[config.mk]
export PLATFORM = sky130hd
export DESIGN_NAME = serial_adder
export DESIGN_NICKNAME = d
export VERILOG_FILES = /design/src/rtl/serial_adder.sv
export SDC_FILE = /design/constraint.sdc
export NUM_CORES = 1
export LEC_CHECK = 0
export CORE_ASPECT_RATIO = 2
export CORE_MARGIN = 3
export CORE_UTILIZATION = 50
export CTS_CLUSTER_DIAMETER = 50
export DETAILED_ROUTE_END_ITERATION = 6
export GPL_TIMING_DRIVEN = 0
export PLACE_DENSITY_LB_ADDON = 0.3
export SYNTH_ARGS = -nofsm -noshare
export SYNTH_HDL_FRONTEND = slang
export SYNTH_SLANG_ARGS = --single-unit
[constraint.sdc]
create_clock -name clk -period 2.2 [get_ports clk]
set_input_delay 0.55 -clock clk [delete_from_list [all_inputs] [get_ports clk]]
set_output_delay 0.55 -clock clk [all_outputs]
set_load 0.02 [all_outputs]
[src/rtl/serial_adder.sv]
// serial_adder: multi-cycle adder/subtractor that processes CHUNK bits per
// clock over WIDTH/CHUNK cycles, LSB chunk first, with a start/busy/done
// handshake.
//
// Ports:
//   clk      rising-edge clock
//   rst      synchronous active-high reset (overrides start)
//   start    request an operation; sampled only when not busy
//   sub      0 = A+B, 1 = A-B; sampled with start
//   A, B     WIDTH-bit operands; sampled with start
//   busy     high while the operation is in progress
//   done     one-cycle pulse; Sum/Carry/Overflow are valid
//   Sum      registered WIDTH-bit result, held until the next completion
//   Carry    carry out of the MSB (for subtraction: 1 = no borrow)
//   Overflow two's-complement signed overflow
module serial_adder #(
    parameter int WIDTH = 8,
    parameter int CHUNK = 2
) (
    input  logic             clk,
    input  logic             rst,
    input  logic             start,
    input  logic             sub,
    input  logic [WIDTH-1:0] A,
    input  logic [WIDTH-1:0] B,
    output logic             busy,
    output logic             done,
    output logic [WIDTH-1:0] Sum,
    output logic             Carry,
    output logic             Overflow
);

    localparam int NCHUNK = WIDTH / CHUNK;
    localparam int CW     = (NCHUNK > 1) ? $clog2(NCHUNK) : 1;

    typedef enum logic [1:0] {
        S_IDLE,
        S_RUN,
        S_DONE
    } state_t;

    state_t r_state;
    state_t w_next;

    logic [WIDTH-1:0] r_opA;
    logic [WIDTH-1:0] r_opB;
    logic [WIDTH-1:0] r_res;
    logic             r_carry;
    logic [CW-1:0]    r_cnt;

    logic [CHUNK-1:0] w_a;
    logic [CHUNK-1:0] w_b;
    logic [CHUNK-1:0] w_s;
    logic             w_c;
    logic             w_last;
    logic             w_cin_msb;
    logic [WIDTH-1:0] w_res_next;

    // Operands and result are shift registers: the active chunk is always
    // the low CHUNK bits of the operands, and each new result chunk enters
    // at the top so that after NCHUNK steps the LSB chunk has reached bit 0.
    always_comb begin
        w_a        = r_opA[CHUNK-1:0];
        w_b        = r_opB[CHUNK-1:0];
        {w_c, w_s} = {1'b0, w_a} + {1'b0, w_b} + (CHUNK+1)'(r_carry);
        w_res_next = WIDTH'({w_s, r_res} >> CHUNK);
        w_last     = (r_cnt == CW'(NCHUNK - 1));
        // Carry into the MSB recovered from the MSB sum bit: s = a ^ b ^ cin.
        w_cin_msb  = w_a[CHUNK-1] ^ w_b[CHUNK-1] ^ w_s[CHUNK-1];
    end

    always_ff @(posedge clk) begin
        if (rst) begin
            r_state <= S_IDLE;
        end else begin
            r_state <= w_next;
        end
    end

    always_comb begin
        w_next = r_state;
        busy   = 1'b0;
        done   = 1'b0;
        case (r_state)
            S_IDLE: begin
                if (start) begin
                    w_next = S_RUN;
                end
            end
            S_RUN: begin
                busy = 1'b1;
                if (w_last) begin
                    w_next = S_DONE;
                end
            end
            S_DONE: begin
                done   = 1'b1;
                w_next = start ? S_RUN : S_IDLE;
            end
            default: w_next = S_IDLE;
        endcase
    end

    always_ff @(posedge clk) begin
        if (rst) begin
            r_opA    <= '0;
            r_opB    <= '0;
            r_res    <= '0;
            r_carry  <= 1'b0;
            r_cnt    <= '0;
            Sum      <= '0;
            Carry    <= 1'b0;
            Overflow <= 1'b0;
        end else begin
            case (r_state)
                S_IDLE, S_DONE: begin
                    if (start) begin
                        r_opA   <= A;
                        r_opB   <= sub ? ~B : B;
                        r_carry <= sub;
                        r_cnt   <= '0;
                        r_res   <= '0;
                    end
                end
                S_RUN: begin
                    r_opA   <= r_opA >> CHUNK;
                    r_opB   <= r_opB >> CHUNK;
                    r_res   <= w_res_next;
                    r_carry <= w_c;
                    r_cnt   <= r_cnt + CW'(1);
                    if (w_last) begin
                        Sum      <= w_res_next;
                        Carry    <= w_c;
                        Overflow <= w_cin_msb ^ w_c;
                    end
                end
                default: ;
            endcase
        end
    end

endmodule
==> metrics.md <==
| Metric | Value |
|---|---|
| Total track usage | `0.197` |
| Tot Pwr | `0.00140 W` |
| Mapped Cells | `184` |
| CP Capture Type | `output port` |
| Synth unique cells | `30` |
| Setup Fix Bufs, Post-CTS | `0` |
| Setup-failing EPs final | `0` |
| Slew HR | `0.672` |
| CTS tree | `yes` |
| Largest net degree at the start of global routing | `12` |
| Layout Nets | `245` |
| Critical path depth | `5` |
| Buffers on Ports | `30` |
| Tmin final | `2040 ps` |
| Vias per Instance | `5.57` |
| Die ar. | `4100 µm²` |
| Cell area after layout | `2090 µm²` |
| Initial Util | `0.522` |
| CTS clk-pin slew, worst paths | `70 ps` |
| Vias in the first global route | `1385` |
| CP required | `1650 ps` |
| Placed Cells | `245` |
| YS warnings | `0` |
| Layout Skew | `5.17 ps` |
| Setup TNS | `0 ps` |
| Synth-to-Final Area Change | `25.2%` |
| Crit-path leading delay family | `buffers and inverters` |
| Routed WL | `3.57 mm` |
| Synth area leader | `dfxtp_1` |
| Clock Latency Late Sink | `290 ps` |
| Root Driver | `clkbuf_8` |
| Die Ht | `87.6 µm` |
| Maximum fanout along the worst path | `10` |
| Fill cells | `294` |
| Chip width | `46.8 µm` |
| CTS buffer count | `5` |
| Clk sinks | `37` |
| F_max | `490 MHz` |
| Initial antenna violation count | `0` |
| Setup WS pre-CTS | `186 ps` |
| Worst path max stage delay | `410 ps` |
| Final hold vios | `0` |
| RSZ-0062 raised after global routing | `no` |
| Worst slew pin tran | `491 ps` |
| Top cells by area, synth | `dfxtp_1, a21oi_1, nand3_1` |
| Synthesized Nets | `208` |
| Detailed Routing Iterations Pass 1 | `4` |
| Worst reg-to-reg setup slack | `190 ps` |
| Setup Crit Path Kind | `register to output port` |
| Via count | `1410` |
| Area after DPL | `2000 µm²` |
| Final period utilization | `0.928` |
| Detailed Route Iter0 Violations | `44` |
| DP HPWL | `2.66 mm` |
| Outcome | `finished clean` |
| CP arrival | `1490 ps` |
| Yosys reg bits | `37` |
| PD cells | `670 nW/µm²` |
| Register area share after synthesis | `0.445` |
| First-pass GRT wire length | `5.87 mm` |
| Layout cell share with drive strength beyond 1 | `0.126` |
| GP Congestion | `0.760` |
| Top cell type's share of synthesized area | `0.445` |
| GRT overflow | `0` |
| Crit-path cells | `nand2b_1 -> buf_6 -> inv_4 -> buf_8 -> dlygate4sd2_1` |
| Crit start category | `register` |
| Ant diodes | `0` |
| Drt wl/cell | `14.1 µm` |
| R2R depth | `6` |
| Number of H-tree levels | `2` |
| Core Box Area | `3190 µm²` |
| # DRC | `0` |
| Worst R2R Start | `r_opA[0]` |
| Cell Area, Synth | `1670 µm²` |
| Antenna-violating nets left | `0` |
| Max cap viols | `0` |
| Worst Path Buf+Inv | `4` |
| Fin. max-slew vios | `0` |
| Syn avg cell area | `9.05 µm²` |
| VDD IR max | `0.531 mV` |
| Critical Path Sink | `busy` |
| Layout Cells excl Fill | `253` |
| Slowest CP cell | `dfxtp_1` |
| Final critical-path setup slack | `158 ps` |
| Lkg Pwr | `0.747 nW` |
| CP startpoint | `r_state[0]` |
| Hold Path Class | `register to register` |
| IO Count | `32` |
| Clock Tree Buf Depth | `2` |
| Post-cts sizing count | `1` |
| # rows | `29` |
| RR Endpoint | `Overflow` |
| Hold bufs inserted after CTS | `0` |
## worst min-delay path, stage by stage (launching register included)
cell and delay [ps]:
dfxtp_1 310, nand2_1 50, a21oi_1 50
## registers in the layout, summed over array words and instances (netlist names)
register and cells:
r_carry 1, r_state 2, r_opB 8, r_opA 8, r_cnt 2, Carry 1, Overflow 1, Sum 8
r_res 6
## worst min-delay path by stage
stage	start	endpoint	depth (start not counted)
2_1_floorplan	r_res[2]	Sum[0]	2
3_3_place_gp	Sum[5]	Sum[5]	2
3_5_place_dp	Sum[5]	Sum[5]	2
4_1_cts	Sum[5]	Sum[5]	2
5_1_grt	Sum[5]	Sum[5]	2
6_report	Sum[5]	Sum[5]	2
## synthesized netlist by cell type (all sizes together)
cell type	n
o41ai	1
nand2	21
buf	12
and2	1
a2bb2oi	1
nor2b	2
ha	2
xor2	9
nand3	25
dfxtp	37
fa	2
a211oi	3
nand2b	5
clkbuf	4
and3b	1
nor2	6
nand3b	2
a22oi	12
o21a	1
inv	6
a21oi	31
## kinds of logic after synthesis
| logic type | after synthesis | share of synthesized area |
|---|---|---|
| AOI/OAI and AO/OA | 49 | 0.193 |
| xor gates and xnor gates | 9 | 0.0473 |
| adders and majority gates | 4 | 0.0391 |
| buffers and inverters | 22 | 0.0932 |
| DFF | 37 | 0.445 |
| and+or+nand+nor | 63 | 0.183 |
## per-stage QoR
| step | utilization | hold slack (ps) |
|---|---|---|
| final | 0.653 | 453 |
| after global routing | 0.653 | 475 |
| after CTS | 0.653 | 457 |
| after detailed placement | 0.628 | 447 |
| after global placement | 0.628 | 443 |
| after floorplan | - | 432 |
## report_power, final
part | switching (W) | internal, W | leakage (nW)
Combinational | 0.000118 | 0.000111 | 0.401
Sequential | 0.0000197 | 0.000699 | 0.301
Clock | 0.000230 | 0.000219 | 0.0450
## routing by layer
metal | vias to the layer above | GRT usage | wire length, µm | share of wire
met4 | 0 | 0.108 | 99 | 0.028
met5 | - | 0 | 0 | 0
met3 | 10 | 0.0453 | 155 | 0.043
met1 | 658 | 0.192 | 1340 | 0.38
li1 | 705 | - | - | -
met2 | 37 | 0.354 | 1970 | 0.55
## area by class of cell
| type | count | area [µm²] | share of cell area |
|---|---|---|---|
| Buffer | 16 | 130 | 0.0624 |
| Clock buffer | 6 | 72.6 | 0.0348 |
| Clock inverter | 2 | 10.0 | 0.00480 |
| Inverter | 6 | 25.0 | 0.0120 |
| Multi-Input combinational cell | 125 | 769 | 0.369 |
| Sequential cell | 37 | 741 | 0.355 |
| Tap cell | 31 | 38.8 | 0.0186 |
| Timing Repair Buffer | 30 | 299 | 0.143 |
## cell usage in the layout (no fill, tap or decap), types with 6 or more instances in the layout
cell	instances
dfxtp_1	37
a22oi_1	8
xor2_1	9
nand3_1	25
a21oi_1	30
nand2_1	21
clkdlybuf4s50_1	29
nor2_1	6
Note: power is estimated with default switching activity, not from simulation.
